### src/rtl/power_sense_pkg.sv
// power_sense_pkg: CSR map, poll FSM states and event record shared by the power-sense poller.
package power_sense_pkg;
  localparam logic [1:0] CSR_STATUS  = 2'd0;
  localparam logic [1:0] CSR_EVENT   = 2'd1;
  localparam logic [1:0] CSR_CONTROL = 2'd2;
  localparam int STATUS_OVF_BIT  = 8;
  localparam int STATUS_LAST_LSB = 16;
  localparam int EVENT_CHG_LSB   = 8;
  localparam int EVENT_TS_LSB    = 16;
  localparam int CTRL_EN_BIT     = 0;
  localparam int CTRL_IRQ_EN_BIT = 1;
  localparam int EV_DATA_W       = 6;
  localparam int EV_TS_W         = 16;
  typedef enum logic [1:0] {IDLE, READ, WAIT, CAPTURE} state_e;
  typedef struct packed {
    logic [EV_TS_W-1:0]   ts;
    logic [EV_DATA_W-1:0] changed;
    logic [EV_DATA_W-1:0] sample;
  } event_t;
  function automatic logic [31:0] event_word(event_t e);
    return (32'(e.ts) << EVENT_TS_LSB) | (32'(e.changed) << EVENT_CHG_LSB) | 32'(e.sample);
  endfunction
endpackage

### src/rtl/power_sense_event_fifo.sv
// power_sense_event_fifo: show-ahead event FIFO with occupancy count and same-cycle push/pop.
module power_sense_event_fifo
  import power_sense_pkg::*;
#(
  parameter int DEPTH = 8
) (
  input  logic                       clk,
  input  logic                       reset_n,
  input  logic                       push_i,
  input  event_t                     data_i,
  input  logic                       pop_i,
  output event_t                     head_o,
  output logic [$clog2(DEPTH):0]     count_o,
  output logic                       full_o,
  output logic                       empty_o
);
  localparam int AW = $clog2(DEPTH);
  localparam logic [AW:0] FULL_CNT = (AW + 1)'(DEPTH);
  event_t mem_q [DEPTH];
  logic [AW-1:0] wr_q, rd_q;
  logic [AW:0] count_q;
  logic do_push, do_pop;
  assign do_pop  = pop_i && count_q != '0;
  // A pop frees the slot a simultaneous push into a full FIFO needs.
  assign do_push = push_i && (count_q != FULL_CNT || do_pop);
  assign head_o  = mem_q[rd_q];
  assign count_o = count_q;
  assign full_o  = count_q == FULL_CNT;
  assign empty_o = count_q == '0;
  always_ff @(posedge clk)
    if (do_push) mem_q[wr_q] <= data_i;
  always_ff @(posedge clk or negedge reset_n)
    if (!reset_n) begin
      wr_q    <= '0;
      rd_q    <= '0;
      count_q <= '0;
    end else begin
      wr_q    <= wr_q + AW'(do_push);
      rd_q    <= rd_q + AW'(do_pop);
      count_q <= count_q + (AW + 1)'(do_push) - (AW + 1)'(do_pop);
    end
endmodule

### src/rtl/power_sense_poller.sv
// power_sense_poller: polls the power-sense PIO over Avalon-MM, queues timestamped bit-change
// events for the HPS behind a CSR slave, and raises a level interrupt while events are pending.
module power_sense_poller
  import power_sense_pkg::*;
#(
  parameter int DATA_W       = 6,
  parameter int POLL_DIV     = 1000,
  parameter int READ_LATENCY = 1,
  parameter int FIFO_DEPTH   = 8,
  parameter int TS_W         = 16
) (
  input  logic        clk,
  input  logic        reset_n,
  output logic [1:0]  avm_address,
  output logic        avm_read,
  input  logic [31:0] avm_readdata,
  input  logic [1:0]  avs_address,
  input  logic        avs_read,
  input  logic        avs_write,
  input  logic [31:0] avs_writedata,
  output logic [31:0] avs_readdata,
  output logic        irq
);
  localparam int DIV_W = $clog2(POLL_DIV);
  localparam int WC_W  = $clog2(READ_LATENCY + 1);
  localparam int CW    = $clog2(FIFO_DEPTH) + 1;
  state_e state_q, state_d;
  logic [DIV_W-1:0] div_q, div_d;
  logic [WC_W-1:0] wcnt_q, wcnt_d;
  logic [TS_W-1:0] ts_q;
  logic [DATA_W-1:0] last_q, last_d, sample, changed;
  logic en_q, en_d, irq_en_q, irq_en_d, ovf_q, ovf_d, bv_q, bv_d, irq_q;
  logic [31:0] rdata_q, rdata_d, status;
  logic poll, capture, push, pop, full, empty, wr_ctrl, clr_ovf;
  logic [CW-1:0] count;
  event_t ev, head;
  logic unused_ok;
  power_sense_event_fifo #(.DEPTH(FIFO_DEPTH)) u_fifo (
    .clk, .reset_n, .push_i(push), .data_i(ev), .pop_i(pop),
    .head_o(head), .count_o(count), .full_o(full), .empty_o(empty)
  );
  assign avm_address  = 2'b00;
  assign avm_read     = state_q == READ;
  assign avs_readdata = rdata_q;
  assign irq          = irq_q;
  assign unused_ok    = ^{avm_readdata[31:DATA_W], avs_writedata};
  always_comb begin
    wr_ctrl  = avs_write && avs_address == CSR_CONTROL;
    clr_ovf  = avs_write && avs_address == CSR_STATUS && avs_writedata[STATUS_OVF_BIT];
    en_d     = wr_ctrl ? avs_writedata[CTRL_EN_BIT] : en_q;
    irq_en_d = wr_ctrl ? avs_writedata[CTRL_IRQ_EN_BIT] : irq_en_q;
    poll     = en_q && div_q == '0 && state_q == IDLE;
    div_d    = (!en_q || poll) ? DIV_W'(POLL_DIV - 1) : div_q - DIV_W'(div_q != '0);
    state_d  = state_q == IDLE ? (poll ? READ : IDLE)
             : state_q == READ ? WAIT
             : state_q == WAIT ? (wcnt_q == '0 ? CAPTURE : WAIT)
             : IDLE;
    wcnt_d   = state_q == READ ? WC_W'(READ_LATENCY - 1)
             : wcnt_q - WC_W'(state_q == WAIT && wcnt_q != '0);
    capture  = state_q == CAPTURE;
    sample   = avm_readdata[DATA_W-1:0];
    changed  = sample ^ last_q;
    push     = capture && bv_q && changed != '0;
    pop      = avs_read && avs_address == CSR_EVENT;
    ev       = '{ts: EV_TS_W'(ts_q), changed: EV_DATA_W'(changed), sample: EV_DATA_W'(sample)};
    last_d   = capture ? sample : last_q;
    // Any cycle with enable low forgets the baseline, so re-enabling always re-baselines.
    bv_d     = en_d && (capture || bv_q);
    ovf_d    = (push && full && !pop) || (ovf_q && !clr_ovf);
    status   = (32'(ovf_q) << STATUS_OVF_BIT) | (32'(last_q) << STATUS_LAST_LSB)
             | (32'(count) > 32'd15 ? 32'd15 : 32'(count));
    rdata_d  = !avs_read ? '0
             : avs_address == CSR_STATUS ? status
             : avs_address == CSR_EVENT ? (empty ? '0 : event_word(head))
             : avs_address == CSR_CONTROL ? (32'(en_q) << CTRL_EN_BIT) | (32'(irq_en_q) << CTRL_IRQ_EN_BIT)
             : '0;
  end
  always_ff @(posedge clk or negedge reset_n)
    if (!reset_n) begin
      state_q  <= IDLE;
      div_q    <= DIV_W'(POLL_DIV - 1);
      wcnt_q   <= '0;
      ts_q     <= '0;
      last_q   <= '0;
      en_q     <= 1'b0;
      irq_en_q <= 1'b0;
      ovf_q    <= 1'b0;
      bv_q     <= 1'b0;
      irq_q    <= 1'b0;
      rdata_q  <= '0;
    end else begin
      state_q  <= state_d;
      div_q    <= div_d;
      wcnt_q   <= wcnt_d;
      ts_q     <= ts_q + TS_W'(1);
      last_q   <= last_d;
      en_q     <= en_d;
      irq_en_q <= irq_en_d;
      ovf_q    <= ovf_d;
      bv_q     <= bv_d;
      irq_q    <= irq_en_q && (count != '0 || ovf_q);
      rdata_q  <= rdata_d;
    end
endmodule

### config.mk
export PLATFORM = sky130hd
export DESIGN_NAME = power_sense_poller
export DESIGN_NICKNAME = d
export VERILOG_FILES = /design/src/rtl/power_sense_pkg.sv /design/src/rtl/power_sense_event_fifo.sv /design/src/rtl/power_sense_poller.sv
export SDC_FILE = /design/constraint.sdc
export NUM_CORES = 1
export LEC_CHECK = 0
export BUFFER_PORTS_ARGS = -buffer_cell sky130_fd_sc_hd__clkbuf_2
export CAP_MARGIN = 15
export CELL_PAD_IN_SITES_DETAIL_PLACEMENT = 1
export CELL_PAD_IN_SITES_GLOBAL_PLACEMENT = 2
export CORE_MARGIN = 2
export CORE_UTILIZATION = 35
export DETAILED_ROUTE_END_ITERATION = 8
export GPL_TIMING_DRIVEN = 0
export PLACE_DENSITY_LB_ADDON = 0.1
export RECOVER_POWER = 100
export SLEW_MARGIN = 30
export SYNTH_ARGS = -nofsm -noshare
export SYNTH_HDL_FRONTEND = slang
export SYNTH_SLANG_ARGS = --single-unit
### constraint.sdc
create_clock -name clk -period 7.9 [get_ports clk]
set_clock_uncertainty 0.1 [all_clocks]
set_input_delay 0.395 -clock clk [delete_from_list [all_inputs] [get_ports clk]]
set_output_delay 0.395 -clock clk [all_outputs]
set_load 0.1 [all_outputs]
==> flow_summary.yaml, run 1 <==
clock_network:
  numClockSinks: 302
  cts_tree: "built"
  htreeDepth: 2
  clock_latency_ns: 0.51
  cts.clk_slew.worst_paths_ns: 0.06
  clockRootBuffer: "clkbuf_16"
  cts_hold_buf: 1
  cts_buffers: 34
  clockBufferDepth: 3
  ctsResizeCount: 0
  cts_setup_buffers: 0
sta:
  worst_pin_slew_ns: 3.94
  rsz0062_at_grt: "no"
  whs_ns: 0.0311
  max_freq_ghz: 0.203
  setup_viol: 0
  slew_viol_final: 81
  period_needed_ns: 4.93
  max-slew-margin-rel_pct: -163
  final.period_utilization_pct: 62.4
  final_hold_viol_count: 0
synthesis:
  synth_compound_area_share_pct: 2.77
  yosysSeqAreaShare_pct: 73.4
  yosysWarnings: 0
  netlist_area_sq_um: 11800
  synth_top_area_cell: "edfxtp_1"
  synth-adder-area-share_pct: 1.97
  syn_inst: 651
  ys_seq_elements: 302
  ys.flop_type: "edfxtp_1"
  postSynth.asyncResetShare_pct: 25.8
  syn_avg_cell_area_sq_um: 18.2
  synth_top_area_share_pct: 56.8
  synth_top_family_by_area: "multiplexers"
  synthXorXnorAreaFrac_pct: 2.29
  synth-simple-area-share_pct: 4.72
  ys_types: 48
  muxShareOfSynthArea_pct: 12.6
  synth_edf_count: 224
  synth_most_common_cell: "edfxtp_1"
  synthTopCellsByCount: "224 x edfxtp_1, 70 x dfrtp_1, 45 x mux4_2, 39 x mux2i_1, 28 x nor2_1"
  netlist_top_cells_area: "edfxtp_1 57%, dfrtp_1 15%, mux4_2 8.6%"
pwr:
  ir_drop_v: 0.000146
  leakage_nw: 5.04
  power_density_nw_per_um2: 322
run_status:
  violations: "capacitance limit, slew limit"
  status: "finished, violations left"
floorplan:
  die-area_sq_um: 35300
  ioPinCount: 106
  die_w_microns: 188
  chipHeight_microns: 188
  core_sq_um: 33400
  rows: 67
  start_util_pct: 35.4
route:
  wl_per_cell_microns: 22.6
  wirelength_microns: 28400
  drc: 0
  via_count: 6197
  postRouteAntennaNets: 0
  drt_iter0_drc: 270
  avgViaCountPerCell: 4.93
  first_pass_iters: 4
critical_path:
  r2r_start: "last_q[2]"
  path_depth: 3
  arrival_ns: 4.54
  path_common_cell: "clkbuf_1"
  criticalPathCategory: "in -> async"
  critPathCaptureType: "async pin"
  crit_slowest_cell: "clkbuf_1"
  cp_top_family: "buffers and inverters"
  cp_max_fo: 65
  reg2reg_depth: 9
  path_buf_inv: 3
  cp_cell_sequence: "dlygate4sd3_1, clkbuf_1, clkbuf_1"
  startpoint: "reset_n"
  reg2reg_to: "u_fifo.mem_q[3][15]"
  critPathRequiredTime_ns: 7.51
  start_kind: "primary input"
  cp-endpoint: "avs_readdata[30]"
  max_stage_delay_ns: 2.81
  reg2reg_slack_ns: 3.51
placed_design:
  placed_cell_area_sq_um: 13000
  gp_congestion: 0.683
  io_buffers: 42
  placed_cells: 1195
  hpwlAfterDp_microns: 19400
global_routing:
  grt_max_degree: 66
  grt_usage_pct: 16.8
  grt_pass1_wl_microns: 43900
  overflow: 0
  grt_pass1_vias: 6931
  antenna_found_initial: 0
finish:
  nets: 872
  antennaDiodeCount: 0
  finalInstanceArea_sq_um: 13800
  fin_cells: 1258
  drive_above_1_share_pct: 16.7
  syn_to_final_growth_pct: 16.7
job:
  drv_cap: 2
hold_path:
  worst_hold_path_type: "in -> reg"
==> report_power, final <==
group	switching, mW	leakage [nW]	total [mW]	internal, mW
Sequential	0.0607	3.16	1.88	1.82
Combinational	0.708	1.37	1.10	0.393
Clock	0.617	0.519	1.47	0.857
Total	1.39	5.04	4.45	3.06
==> kinds of logic (layout without fill, tap and decap cells) <==
group,count (synthesis),count (layout)
AND/OR/NAND/NOR,106,106
flip-flops,302,302
multiplexers,92,92
other,1,6
AO/OA/AOI/OAI,46,46
XOR/XNOR,31,31
adder cells (fa/ha/maj),18,18
buffers and inverters,55,209
==> routing by layer <==
metal | track usage, % | up-vias | routed length (microns)
met5 | 0 | - | 0
met4 | 4.03 | 0 | 456
met3 | 2.75 | 34 | 951
met2 | 29.1 | 102 | 14500
met1 | 22.1 | 3301 | 12500
li1 | - | 2760 | -
==> registers in the layout, summed over array words and instances, names as in the netlist <==
register	cells
irq	1
ts_q	16
bv_q	1
ovf_q	1
irq_en_q	1
u_fifo.mem_q	224
u_fifo.count_o	4
avs_readdata	28
last_q	6
state_q	2
wcnt_q	1
div_q	10
en_q	1
u_fifo.rd_q	3
u_fifo.wr_q	3
==> through the flow <==
stage / worst slack, ns / TNS [ns] / power, mW / utilization [%]
after floorplan: 3.12 / 0 / 2.72 / -
after global placement: -1.36 / -148.19 / 3.02 / 37.8
after detailed placement: 4.01 / 0 / 3.05 / 39.0
after CTS: 3.94 / 0 / 4.54 / 42.2
after global routing: 1.98 / 0 / 4.67 / 41.3
final: 2.97 / 0 / 4.45 / 41.3
==> worst min path at each step <==
stage,start,to,depth (start not counted)
2_1_floorplan,reset_n,avs_readdata[0],0
3_3_place_gp,u_fifo.rd_q[1],u_fifo.rd_q[1],1
3_5_place_dp,reset_n,u_fifo.wr_q[2],1
4_1_cts,avs_writedata[1],irq_en_q,2
5_1_grt,avs_writedata[1],irq_en_q,2
6_report,avs_writedata[1],irq_en_q,2
==> final cells by class <==
type,instances,area (sq um)
Buffer,32,169
Clock buffer,47,961
Clock inverter,15,97.6
Fill cell,3257,19600
Inverter,23,86.3
Multi-Input combinational cell,299,2890
Sequential cell,302,8690
Tap cell,448,561
Timing Repair Buffer,92,358
==> cells in the final DEF, fill, tap and decap left out, drive strengths merged, types with 10 or more instances in the layout <==
master,instances
a21boi,10
a22oi,11
buf,17
clkbuf,153
clkinv,14
dfrtp,70
edfxtp,224
ha,17
inv,23
mux2i,39
mux4,45
nand2,26
nor2,28
o211ai,11
xnor2,19
xor2,12
Note: power is estimated with default switching activity, not from simulation.
==> inputs of run 2 (changes only) <==
Clock period 7.9 ns to 4.05 ns, I/O delays scaled along.
==> flow_summary.yaml, run 2 (same netlist as run 1, synthesis figures left out) <==
clock_network:
  clockBufferDepth: 3
  clock_latency_ns: 0.51
  htreeDepth: 2
  ctsResizeCount: 0
  cts_setup_buffers: 0
  cts_tree: "built"
  cts_buffers: 36
  numClockSinks: 302
  clockRootBuffer: "clkbuf_16"
  cts.clk_slew.worst_paths_ns: 0.06
pwr:
  power_density_nw_per_um2: 641
  power_mw: 9.11
  leakage_nw: 5.28
  ir_drop_v: 0.000327
sta:
  max-slew-margin-rel_pct: -23.3
  fin_ws_ns: 0.338
  worst_pin_slew_ns: 1.85
  whs_ns: 0.118
  setup_viol: 0
  rsz0062_at_grt: "no"
  max_freq_ghz: 0.269
  final_hold_viol_count: 0
  final.period_utilization_pct: 91.6
  period_needed_ns: 3.71
  tns_ns: 0
  slew_viol_final: 66
critical_path:
  start_kind: "primary input"
  reg2reg_depth: 10
  r2r_start: "state_q[0]"
  arrival_ns: 3.82
  critPathCaptureType: "flop"
  reg2reg_to: "u_fifo.mem_q[1][20]"
  critPathRequiredTime_ns: 4.15
  criticalPathCategory: "in -> reg"
  cp_max_fo: 10
  reg2reg_slack_ns: 0.44
route:
  drc: 0
  first_pass_iters: 4
  avgViaCountPerCell: 4.91
  drt_iter0_drc: 286
  wl_per_cell_microns: 22.5
  via_count: 6228
  wirelength_microns: 28500
  postRouteAntennaNets: 0
floorplan:
  chipHeight_microns: 188
  start_util_pct: 35.4
  rows: 67
  die-area_sq_um: 35300
  ioPinCount: 106
  core_sq_um: 33400
  die_w_microns: 188
finish:
  nets: 882
  fin_cells: 1269
  final_common_cell: "edfxtp_1"
  mostFrequentLayoutCells: "224 x edfxtp_1, 79 x clkbuf_1, 70 x dfrtp_1, 45 x mux4_2, 39 x mux2i_1"
  antennaDiodeCount: 0
  top_register: "u_fifo.mem_q"
  drive_above_1_share_pct: 20.3
  syn_to_final_growth_pct: 20.0
  largest_reg_flops: 224
placed_design:
  gp_congestion: 0.700
  hpwlAfterDp_microns: 19200
  placed_cells: 1189
  dp_worst_setup_slack_ns: 0.144
  io_buffers: 42
global_routing:
  met3_usage_pct: 2.32
  overflow: 0
  grt_use_met2_pct: 28.5
  grt-busiest-layer: "met2"
  grt_usage_pct: 16.6
  met1_usage_pct: 22.4
  grt_max_degree: 66
  antenna_found_initial: 0
  grt_pass1_vias: 6977
  grt_pass1_wl_microns: 43800
hold_path:
  worstHoldEndpoint: "bv_q"
  hold_path_depth: 4
  worst_hold_path_type: "in -> reg"
  min_from: "avs_write"
job:
  drv_cap: 1
run_status:
  violations: "capacitance limit, slew limit"
  status: "finished, violations left"
[run 2: changes by cell type in the layout (fill, tap and decap cells not counted), moves of 6 or more]
cell,previous run,this run
buf_2,6,12
clkbuf_2,5,14
clkbuf_1,109,79
dlygate4sd3_1,1,16
[run 2: cell type report]
cell class / count / area [sq um]
Fill cell: 3275 / 19200
Sequential cell: 302 / 8690
Multi-Input combinational cell: 299 / 2930
Clock buffer: 53 / 1070
Tap cell: 448 / 561
Timing Repair Buffer: 101 / 556
Clock inverter: 12 / 164
Buffer: 31 / 159
Inverter: 23 / 86.3
[run 2: layer usage]
metal / wire, microns / vias up / share of wire, %
met4: 459 / 0 / 1.6
met1: 13000 / 3311 / 46
met3: 845 / 40 / 3.0
met5: 0 / - / 0
met2: 14200 / 99 / 50
li1: - / 2778 / -
[run 2: stage by stage]
step | area (sq um) | util (%)
finish | 14200 | 42.5
global route | 14200 | 42.5
CTS | 14400 | 43.1
detailed placement | 13000 | 39.0
global placement | 12600 | 37.8
floorplan | 11900 | -
[run 2: report_power, final]
part / switching, mW / internal, mW
Combinational: 1.39 / 0.771
Clock: 1.21 / 2.08
Sequential: 0.118 / 3.54
[run 2: critical path: stages]
cell and delay, ns:
dlygate4sd3_1 0.55, clkbuf_1 0.33, xor2_1 0.54, or2_0 0.24, o211ai_1 0.15, clkbuf_1 0.19, buf_4 0.19, nor4b_2 0.66
buf_2 0.33, buf_2 0.21, clkbuf_2 0.21
[run 2: worst max-delay path by stage]
stage                                to               from  cells after the start
floorplan            u_fifo.mem_q[4][0]         state_q[0]                      5
global placement    u_fifo.mem_q[1][21]         state_q[0]                      5
detailed placement    u_fifo.count_o[2]  u_fifo.count_o[3]                     13
CTS                   u_fifo.count_o[1]  u_fifo.count_o[3]                     13
global route        u_fifo.mem_q[4][19]    avm_readdata[2]                     10
finish              u_fifo.mem_q[1][20]    avm_readdata[1]                     11
[run 2: what timing repair did]
action	4_1_cts	5_1_grt
endpoints found under the hold margin	127	0
endpoints found under the setup margin	0	3
hold buffers	16	0
==> inputs of run 3 (changes only) <==
Settings changed: ABC_AREA set to 1, CORE_UTILIZATION 35 to 36.
==> flow_summary.yaml, run 3 <==
run_status:
  status: "finished, violations left"
  violations: "capacitance limit, slew limit"
synthesis:
  synthTopCellsByCount: "224 x edfxtp_1, 166 x nand2_1, 150 x nor2_1, 104 x inv_1, 92 x o21ai_0"
  postSynth.asyncResetShare_pct: 25.8
  ys.flop_type: "edfxtp_1"
  yosysSeqAreaShare_pct: 70.2
  ys_seq_elements: 302
  netlist_area_sq_um: 12400
  syn_inst: 1072
  synth_top_area_share_pct: 54.4
  ys_types: 31
  yosysWarnings: 0
  netlist_top_cells_area: "edfxtp_1 54%, dfrtp_1 14%, nand2_1 5.0%"
  synth_edf_count: 224
  synth_most_common_cell: "edfxtp_1"
  syn_avg_cell_area_sq_um: 11.5
  synth_top_area_cell: "edfxtp_1"
finish:
  drive_above_1_share_pct: 10.6
  fin_cells: 1661
  nets: 1275
  antennaDiodeCount: 0
  mostFrequentLayoutCells: "224 x edfxtp_1, 166 x nand2_1, 142 x nor2_1, 107 x inv_1, 99 x o21ai_0"
  top_register: "u_fifo.mem_q"
  syn_to_final_growth_pct: 19.4
  final_common_cell: "edfxtp_1"
  finalInstanceArea_sq_um: 14800
  largest_reg_flops: 224
sta:
  fin_ws_ns: 0.587
  whs_ns: 0.0559
  final_hold_viol_count: 0
  max-slew-margin-rel_pct: -32.8
  worst_pin_slew_ns: 1.99
  rsz0062_at_grt: "no"
  slew_viol_final: 30
  max_freq_ghz: 0.289
  period_needed_ns: 3.46
  setup_viol: 0
  final.period_utilization_pct: 85.5
critical_path:
  start_kind: "primary input"
  critPathCaptureType: "flop"
  crit_slowest_cell: "nor2_4"
  r2r_start: "u_fifo.count_o[2]"
  cp_cell_sequence: "dlygate4sd3_1, clkbuf_1, xor2_1, nor2_1, nand3_1, nand3_2, nor2_4, buf_16"
  max_stage_delay_ns: 0.73
  cp_max_fo: 15
  arrival_ns: 3.58
  criticalPathCategory: "in -> reg"
  critPathRequiredTime_ns: 4.17
  startpoint: "avm_readdata[1]"
hold_path:
  worst_hold_path_type: "in -> reg"
  min_from: "avs_address[1]"
route:
  wl_per_cell_microns: 20.8
  avgViaCountPerCell: 4.85
  via_count: 8063
  drt_iter0_drc: 532
  postRouteAntennaNets: 0
  wirelength_microns: 34600
  first_pass_iters: 5
  drc: 0
placed_design:
  io_buffers: 44
  gp_congestion: 0.733
  placed_cells: 1583
  hpwlAfterDp_microns: 23000
  dp_worst_setup_slack_ns: 0.324
  placed_cell_area_sq_um: 13600
floorplan:
  chipHeight_microns: 189
  ioPinCount: 106
  core_sq_um: 33700
  die_w_microns: 189
  die-area_sq_um: 35900
  rows: 67
  start_util_pct: 36.7
global_routing:
  grt_pass1_wl_microns: 52300
  grt-busiest-layer: "met2"
  antenna_found_initial: 0
  met3_usage_pct: 2.76
  grt_max_degree: 51
  overflow: 0
  grt_pass1_vias: 8273
  met1_usage_pct: 28.0
  grt_usage_pct: 19.8
  grt_use_met2_pct: 32.6
clock_network:
  clockRootBuffer: "clkbuf_16"
  cts_tree: "built"
  numClockSinks: 302
  cts.clk_slew.worst_paths_ns: 0.05
  htreeDepth: 2
  clock_latency_ns: 0.52
  cts_buffers: 35
  clockBufferDepth: 3
pwr:
  leakage_nw: 5.86
  power_density_nw_per_um2: 665
  ir_drop_v: 0.000259
job:
  drv_cap: 1
==> run 3: changes by cell type after synthesis, sizes merged, moves of 11 or more <==
cell	change
mux2i	-39
nand3	+75
inv	+85
o21ai	+106
o22ai	+15
nand2	+140
mux4	-45
buf	+14
a22oi	-11
nor2	+122
o211ai	-11
xnor2	-12
==> run 3: final cells by class <==
cell class	instances	area, sq um
plain buffers	52	279
clock buffers	50	1000
clock inverters	13	104
fillers	3639	18900
inverters	109	409
multi-input cells	614	3070
flip-flops and latches	302	8690
well taps	448	561
repair buffers	73	661
==> run 3: metrics by stage <==
step | setup TNS, ns | power [mW] | util (%)
5_1_grt | 0 | 10.4 | 43.8
2_1_floorplan | 0 | 5.76 | -
4_1_cts | 0 | 9.97 | 44.1
6_report | 0 | 9.82 | 43.8
3_3_place_gp | -221.05 | 6.82 | 39.1
3_5_place_dp | 0 | 6.90 | 40.4
==> run 3: worst max-delay path: cells and delay by family <==
| kind | cells | cell delay, ns |
|---|---|---|
| buf+inv | 3 | 1.16 |
| simple gates | 4 | 1.46 |
| xor+xnor | 1 | 0.72 |
==> run 3: worst paths after layout <==
| kind | depth (start not counted) | slack [ns] | to |
|---|---|---|---|
| max reg2reg | 12 | 0.78 | u_fifo.count_o[2] |
| min reg2reg | 2 | 0.41 | ovf_q |
| min | 5 | 0.06 | avs_readdata[1] |
| max in group asynchronous | 3 | 0.94 | avs_readdata[24] |
| min in group asynchronous | 2 | 0.70 | avs_readdata[3] |
| max | 8 | 0.59 | u_fifo.mem_q[6][9] |
==> run 3: layer usage <==
| metal | routed length, microns | vias up |
|---|---|---|
| li1 | - | 3844 |
| met1 | 16500 | 4045 |
| met5 | 0 | - |
| met4 | 541 | 0 |
| met3 | 1240 | 46 |
| met2 | 16400 | 128 |
==> run 3: logic make-up (layout without fill, tap and decap cells) <==
logic type,count (synthesis),count (layout),share of synthesized area (%)
AND/OR/NAND/NOR,414,414,13.8
flip-flops,302,302,70.2
buffers and inverters,161,297,5.59
AO/OA/AOI/OAI,140,140,5.84
XOR/XNOR,29,29,2.05
adder cells (fa/ha/maj),18,18,1.88
multiplexers,7,7,0.637
other,1,6,0.0303
==> run 3: what timing repair did <==
| action | CTS | global route |
|---|---|---|
| setup buffers | 0 | 0 |
| hold endpoints to repair | 129 | 0 |
| resized for setup | 0 | 0 |
| hold buffers | 15 | 0 |
==> run 3: power by group <==
part / internal, mW / leakage (nW) / switching (mW)
logic: 0.781 / 2.28 / 2.28
clock network: 1.79 / 0.546 / 1.25
registers: 3.59 / 3.03 / 0.128
